**src/rtl/input_port_arbiter.sv**
```systemverilog
// Round-robin arbiter sharing one 8-bit CPU input port register among several
// byte sources; one byte is in flight until the CPU reports it consumed.
module input_port_arbiter #(
  parameter int WIDTH_DATA_LENGTH = 8,
  parameter int NUM_SOURCES       = 4,
  parameter int SRC_BITS          = 2
) (
  input  logic                                     Clk,
  input  logic                                     Rst,
  input  logic [NUM_SOURCES-1:0]                   Req,
  input  logic [NUM_SOURCES*WIDTH_DATA_LENGTH-1:0] Data,
  input  logic                                     Consumed,
  output logic [NUM_SOURCES-1:0]                   Grant,
  output logic [WIDTH_DATA_LENGTH-1:0]             PortInput,
  output logic                                     PortWrite,
  output logic [SRC_BITS-1:0]                      SrcId,
  output logic                                     Full
);

  typedef enum logic [1:0] {
    IDLE  = 2'd0,
    GRANT = 2'd1,
    HOLD  = 2'd2
  } state_t;

  state_t                       state_r;
  logic [SRC_BITS-1:0]          ptr_r;
  logic [SRC_BITS-1:0]          winner_s;
  logic                         found_s;
  logic [SRC_BITS-1:0]          ptr_next_s;
  logic [WIDTH_DATA_LENGTH-1:0] data_arr_s [NUM_SOURCES];

  // Scans from ptr upward with wrap; the loop runs from the farthest offset
  // down so the nearest requester is the last one written.
  function automatic logic [SRC_BITS:0] pick_winner(
    input logic [NUM_SOURCES-1:0] req,
    input logic [SRC_BITS-1:0]    ptr
  );
    logic [SRC_BITS:0]   res;
    logic [SRC_BITS:0]   sum;
    logic [SRC_BITS-1:0] idx;
    res = {1'b0, {SRC_BITS{1'b0}}};
    for (int k = NUM_SOURCES - 1; k >= 0; k--) begin
      sum = {1'b0, ptr} + (SRC_BITS+1)'(k);
      if (sum >= (SRC_BITS+1)'(NUM_SOURCES)) begin
        sum = sum - (SRC_BITS+1)'(NUM_SOURCES);
      end else begin
        sum = sum;
      end
      idx = sum[SRC_BITS-1:0];
      if (req[idx]) begin
        res = {1'b1, idx};
      end else begin
        res = res;
      end
    end
    return res;
  endfunction

  // Unpack the flat source data bus into one byte per source.
  always_comb begin
    for (int i = 0; i < NUM_SOURCES; i++) begin
      data_arr_s[i] = Data[i*WIDTH_DATA_LENGTH +: WIDTH_DATA_LENGTH];
    end
  end

  // Winner selection and the pointer value that follows it.
  always_comb begin
    winner_s   = {SRC_BITS{1'b0}};
    found_s    = 1'b0;
    ptr_next_s = {SRC_BITS{1'b0}};
    {found_s, winner_s} = pick_winner(Req, ptr_r);
    if (winner_s == SRC_BITS'(NUM_SOURCES - 1)) begin
      ptr_next_s = {SRC_BITS{1'b0}};
    end else begin
      ptr_next_s = winner_s + SRC_BITS'(1);
    end
  end

  // Arbitration FSM; every output is a register updated here.
  always_ff @(posedge Clk) begin
    if (!Rst) begin
      state_r   <= IDLE;
      ptr_r     <= {SRC_BITS{1'b0}};
      Grant     <= {NUM_SOURCES{1'b0}};
      PortWrite <= 1'b0;
      PortInput <= {WIDTH_DATA_LENGTH{1'b0}};
      SrcId     <= {SRC_BITS{1'b0}};
      Full      <= 1'b0;
    end else begin
      case (state_r)
        IDLE: begin
          if (found_s) begin
            state_r   <= GRANT;
            Grant     <= {{(NUM_SOURCES-1){1'b0}}, 1'b1} << winner_s;
            PortWrite <= 1'b1;
            PortInput <= data_arr_s[winner_s];
            SrcId     <= winner_s;
            Full      <= 1'b1;
            ptr_r     <= ptr_next_s;
          end else begin
            Grant     <= {NUM_SOURCES{1'b0}};
            PortWrite <= 1'b0;
          end
        end
        GRANT: begin
          state_r   <= HOLD;
          Grant     <= {NUM_SOURCES{1'b0}};
          PortWrite <= 1'b0;
          Full      <= 1'b1;
        end
        HOLD: begin
          Grant     <= {NUM_SOURCES{1'b0}};
          PortWrite <= 1'b0;
          // Requests are deliberately not looked at here; they wait for IDLE.
          if (Consumed) begin
            state_r <= IDLE;
            Full    <= 1'b0;
          end else begin
            state_r <= HOLD;
          end
        end
        default: begin
          state_r   <= IDLE;
          ptr_r     <= {SRC_BITS{1'b0}};
          Grant     <= {NUM_SOURCES{1'b0}};
          PortWrite <= 1'b0;
          Full      <= 1'b0;
        end
      endcase
    end
  end

endmodule

```
**config.mk**
```make
export PLATFORM = sky130hd
export DESIGN_NAME = input_port_arbiter
export DESIGN_NICKNAME = d
export VERILOG_FILES = /design/src/rtl/input_port_arbiter.sv
export SDC_FILE = /design/constraint.sdc
export NUM_CORES = 1
export LEC_CHECK = 0
export CELL_PAD_IN_SITES_DETAIL_PLACEMENT = 0
export CELL_PAD_IN_SITES_GLOBAL_PLACEMENT = 1
export CORE_ASPECT_RATIO = 0.7
export CORE_MARGIN = 8
export CORE_UTILIZATION = 25
export DETAILED_ROUTE_END_ITERATION = 12
export PLACE_DENSITY_LB_ADDON = 0.1
export SLEW_MARGIN = 20
export SYNTH_ARGS = -nofsm -noshare
export SYNTH_HDL_FRONTEND = slang
export SYNTH_SLANG_ARGS = --single-unit
export TNS_END_PERCENT = 30
```
**constraint.sdc**
```tcl
create_clock -name Clk -period 1.84 [get_ports Clk]
set_clock_uncertainty 0.2 [all_clocks]
set_input_delay 0.276 -clock Clk [delete_from_list [all_inputs] [get_ports Clk]]
set_output_delay 0.276 -clock Clk [all_outputs]
set_load 0.02 [all_outputs]
```
Word level (Yosys, flattened, before mapping)
Index checks and enable logic that the tools add are counted.
{"block": "totals", "register_bits": 20, "word_cells": 68, "output_inout_bits": 16}
{"block": "op_classes", "n_mux": 29, "eq_ne": 5, "magnitude_cmp": 9, "n_shift": 1, "addsub": 8, "bitwise_logic": 2, "reduce_logical": 7}
{"cell": "8-bit binary-select mux with 2-bit select", "count": 1}
{"cell": "2-bit 2-to-1 mux", "count": 8}
{"cell": "8-bit 2-to-1 mux", "count": 2}
{"cell": "3-bit >= comparator, second input constant", "count": 4}
{"cell": "2-bit by 3-bit less-than comparator with 1-bit output, second input constant", "count": 4}
{"cell": "3-bit 2-to-1 mux", "count": 4}
{"cell": "1-bit binary-select mux with 2-bit select", "count": 4}
{"cell": "2-bit AND reduction", "count": 4}
{"cell": "2-bit by 1-bit subtractor with 2-bit output, second input constant", "count": 4}
{"cell": "1-bit 2-to-1 mux", "count": 7}
{"cell": "2-bit by 2-bit adder with 3-bit output, second input constant", "count": 2}
{"cell": "2-bit one-hot mux with 3 select lines", "count": 1}
{"cell": "2-bit equality test, second input constant", "count": 2}
{"cell": "2-bit inequality test, second input constant", "count": 2}
{"cell": "2-bit one-hot mux with 2 select lines", "count": 1}
{"cell": "1-bit by 2-bit << shifter with 4-bit output, first input constant", "count": 1}
{"cell": "2-bit by 1-bit adder with 3-bit output, second input constant", "count": 1}
{"cell": "2-bit by 3-bit >= comparator with 1-bit output, second input constant", "count": 1}
{"cell": "2-bit inverter with 3-bit output", "count": 1}
{"cell": "1-bit one-hot mux with 3 select lines", "count": 1}
{"cell": "3-bit AND reduction", "count": 1}
{"cell": "2-bit by 1-bit adder with 2-bit output, second input constant", "count": 1}
{"cell": "2-bit by 1-bit equality test with 1-bit output, second input constant", "count": 1}
{"cell": "2-bit zero test", "count": 1}
{"cell": "2 further kinds", "count": 2}

Longest topological paths before layout
{"block": "logic_depth", "ltp_word": 13, "mapped_depth": 8, "mapped_depth_nobuf": 6}

Worst setup path after synthesis
Ideal clock, no wire load.
{"block": "synth_timing", "kind": "register to register", "startpoint": "register ptr_r[1]", "endpoint": "register PortInput[0]", "stages_incl_launch_ff": 8, "arrival_ns": 1.513, "t_required_ns": 1.512, "synth_period_minus_slack_ns": 1.841, "setup_slack_ns": -0.001, "path_cell_list": "dfxtp_1 buf_6 mux2i_1 nor2_1 nor3_2 buf_6 mux2i_1 o221ai_2"}
{"block": "synth_via", "elab_chain_len": 13, "word_cells_on_any_way": 32, "classes_between": "add/sub (7); order compare (4); mux (19); bitwise (1); reduce/logical (1)"}
{"item": "start: declaration", "line_no": "27", "source": "logic [SRC_BITS-1:0] ptr_r;"}
{"item": "start signal: assignment", "line_no": "84", "source": "ptr_r <= {SRC_BITS{1'b0}};"}
{"item": "start signal: assignment", "line_no": "100", "source": "ptr_r <= ptr_next_s;"}
{"item": "start signal: assignment", "line_no": "125", "source": "ptr_r <= {SRC_BITS{1'b0}};"}
{"item": "2-bit by 2-bit adder with 3-bit output", "line_no": "44", "source": "sum = {1'b0, ptr} + (SRC_BITS+1)'(k);"}
{"item": "3-bit >= comparator / 2-bit by 1-bit subtractor with 2-bit output (equally long branches)", "line_no": "45, 46"}
{"item": "2-bit 2-to-1 mux", "line_no": "45", "source": "if (sum >= (SRC_BITS+1)'(NUM_SOURCES)) begin"}
{"item": "1-bit binary-select mux with 2-bit select", "line_no": "51", "source": "if (req[idx]) begin"}
{"item": "1-bit 2-to-1 mux (implied by the code)", "line_no": "51"}
{"item": "3-bit 2-to-1 mux (3 in series)", "line_no": "51"}
{"item": "3-bit 2-to-1 mux (*)", "line_no": "51"}
{"item": "2-bit inverter with 3-bit output (implied by the code)", "line_no": "97", "source": "PortInput <= data_arr_s[winner_s];"}
{"item": "8-bit binary-select mux with 2-bit select", "line_no": "97"}
{"item": "8-bit 2-to-1 mux (implied by the code) (2 in series)", "line_no": "97"}
{"item": "end signal: assignment", "line_no": "87", "source": "PortInput <= {WIDTH_DATA_LENGTH{1'b0}};"}
{"item": "end signal: assignment", "line_no": "97"}
{"item": "end: declaration", "line_no": "14", "source": "output logic [WIDTH_DATA_LENGTH-1:0] PortInput,"}
Every way passes the cells marked *; elsewhere a longest branch is shown, timed or not. The select of a mux whose other input is x is not followed.
A chain may end at the register's enable or synchronous reset.

Worst setup path after layout
Same ends and word-level chain as after synthesis.

==> metrics.cfg <==
[synthesis]
syn-num-nets=151
synth_area_mm2=0.00106
syn_avg_cell_area_um2=9.69
ys_types=24
yosysWarningCount=0
synth.top_cell.area_share=0.379
synth_area_leaders=dfxtp_1, mux2i_1, o221ai_2, nand2_1, a21oi_1
synth_most_common_cell=dfxtp_1
synth-seq-cells=20
synth_edf_count=0
yosysTopAreaCell=dfxtp_1
synth_cells=109
seq_area_frac_synth=0.379
synth_commonest_cells=dfxtp_1, mux2i_1, nand2_1, nor2_1
synthFlopType=dfxtp_1
async_flop_share=0

[die]
die_w_um=93.7
dieArea_mm2=0.00659
io_pins=55
initial_core_util=0.264
die_h_um=70.4
row_count=19
core_area_mm2=0.00399

[sta]
hold_slack_ns=0.249
finalCriticalPeriod_ns=1.82
finalSetupTns_ns=0
rsz0062_at_grt=yes
setup_viol=0
max_slew_margin=0.793
finalCritPeriodShare=0.989
hold_viol=0
fmax_mhz=549
layout_setup_ws_ns=0.0196
tightest_slew_ns=0.310
drv_slew=0

[finish]
finalNonFillerCells=234
drive_gt1_frac=0.247
area_growth_pct=82.7
nets=226
antennaDiodeCount=0
finalInstanceArea_mm2=0.00193

[worst_setup_path]
slowest_delay_ns=0.38
critPathTopFamily=multiplexers
cpMaxStageDelayCell=dfxtp_4
timing.critical_path.buf_inv=1
critPathCaptureType=register
required_ns=1.78
path_cells=mux2i_1, nor2_1, nor3_4, buf_6, mux2i_2, o221ai_2
crit_fanout=8
start_kind=register
worstSetupPathType=register to register
crit_arrival_ns=1.76

[detailed_routing]
drtPass1Iterations=4
drc=0
drt_wl_total_um=3460
vias=1037
ant_nets=0
drt-initial-drc-count=55
vias_per_cell=4.43
wire_per_inst_um=14.8

[grt]
overflow=0
grt_pass1_wl_um=5560
grt.total_usage=0.104
antenna_found_initial=0
grt_max_degree=11
grt_pass1_vias=1108

[clocking]
cts_tree=built
cts_hold_buf=0
clockRootBuffer=clkbuf_8
cts-buffers-inserted=3
clkLatencyLatePin_ns=0.25
cts.htree.levels=1
cts.sinks=20
clk_path_buf_depth=2
path_clk_slew_ns=0.07

[status]
status=complete, no violations

[power_and_ir_drop]
power.density_mw_per_mm2=794
p_leak_nw=0.757
irDropWorstVdd_mv=0.463

[placed_design]
postPlaceCellArea_mm2=0.00178
pre_cts_ws_ns=-0.418
dp.cells=226
finalWeightedCongestion=0.768
io_buffer_count=54
hpwl_um=2640

[flow_run]
drv_cap=0

[min_path]
hp-class=register to register

==> cells in the final DEF (no fill, tap or decap), types with 2 or more instances in the layout <==
master / netlist / final
mux2i_4: 0 / 3
a21oi_1: 8 / 8
nand2_1: 17 / 17
nor2_1: 10 / 10
buf_6: 3 / 3
nand2b_1: 2 / 2
buf_4: 1 / 15
inv_1: 5 / 5
clkbuf_8: 0 / 3
buf_12: 0 / 3
o221ai_2: 8 / 8
a211oi_1: 2 / 2
ha_1: 3 / 3
clkdlybuf4s50_1: 0 / 50
dfxtp_1: 20 / 19
mux2i_1: 17 / 10
mux2i_2: 0 / 4
dlygate4sd2_1: 0 / 4
==> worst paths after layout <==
path	slack, ns	cells past startpoint	endpoint	from
hold reg to reg	0.25	2	SrcId[0]$_SDFFE_PN0P_	SrcId[0]$_SDFFE_PN0P_
setup reg to reg	0.02	6	PortInput[0]$_SDFFE_PN0P_	ptr_r[1]$_SDFFE_PN0P_
setup / recovery	0.02	6	PortInput[0]$_SDFFE_PN0P_	ptr_r[1]$_SDFFE_PN0P_
hold / removal	0.25	2	SrcId[0]$_SDFFE_PN0P_	SrcId[0]$_SDFFE_PN0P_
==> routing by layer <==
metal / wire [µm] / vias to the layer above / part of all wire / global-route usage
met2: 1600 / 31 / 0.46 / 0.163
li1: - / 536 / - / -
met5: 0 / - / 0 / 0
met4: 15 / 0 / 0.0043 / 0.0175
met3: 285 / 2 / 0.082 / 0.0502
met1: 1550 / 468 / 0.45 / 0.127
==> cells by family (layout without fill, tap and decap cells) <==
logic type | Yosys count | in the layout | share of synthesized area
DFF | 20 | 20 | 0.379
and+or+nand+nor | 35 | 35 | 0.154
buffers and inverters | 10 | 83 | 0.0604
muxes | 17 | 17 | 0.161
adders and majority gates | 3 | 3 | 0.0355
AOI/OAI and AO/OA | 23 | 23 | 0.201
xor gates and xnor gates | 1 | 1 | 0.00830
==> layout make-up <==
type	instances	area (µm²)
clock buffers	3	41.3
fillers	397	2060
inverters	5	18.8
multi-input cells	79	658
flip-flops and latches	20	404
well taps	52	65.1
repair buffers	75	742
==> tightest hold or removal path: stages (launching register included) <==
cell and delay [ns]:
dfxtp_1 0.31, nand2_1 0.05, nand2_1 0.04
==> registers in the layout, summed over array words and instances (netlist names) <==
signal and flops:
PortWrite 1, SrcId 2, ptr_r 2, PortInput 8, Grant 4, Full 1, state_r 2
==> metrics by stage <==
step / util / total power [mW]
after floorplan: - / 0.877
after global placement: 0.446 / 1.17
after detailed placement: 0.446 / 1.18
after CTS: 0.466 / 1.51
after global routing: 0.483 / 1.63
final: 0.483 / 1.53
==> report_power, final <==
group	switching [mW]	internal [mW]	total, mW
sequential	0.0372	0.500	0.538
combinational	0.318	0.395	0.713
clock	0.136	0.145	0.282
total	0.491	1.04	1.53
==> timing repair <==
action                     in CTS  in global routing
setup endpoints to repair      11                 12
gates cloned                    1                  0
setup buffers                   3                  1
pin swaps                       3                  4
gates resized for setup         9                 14
(Power assumes the default switching activity.)
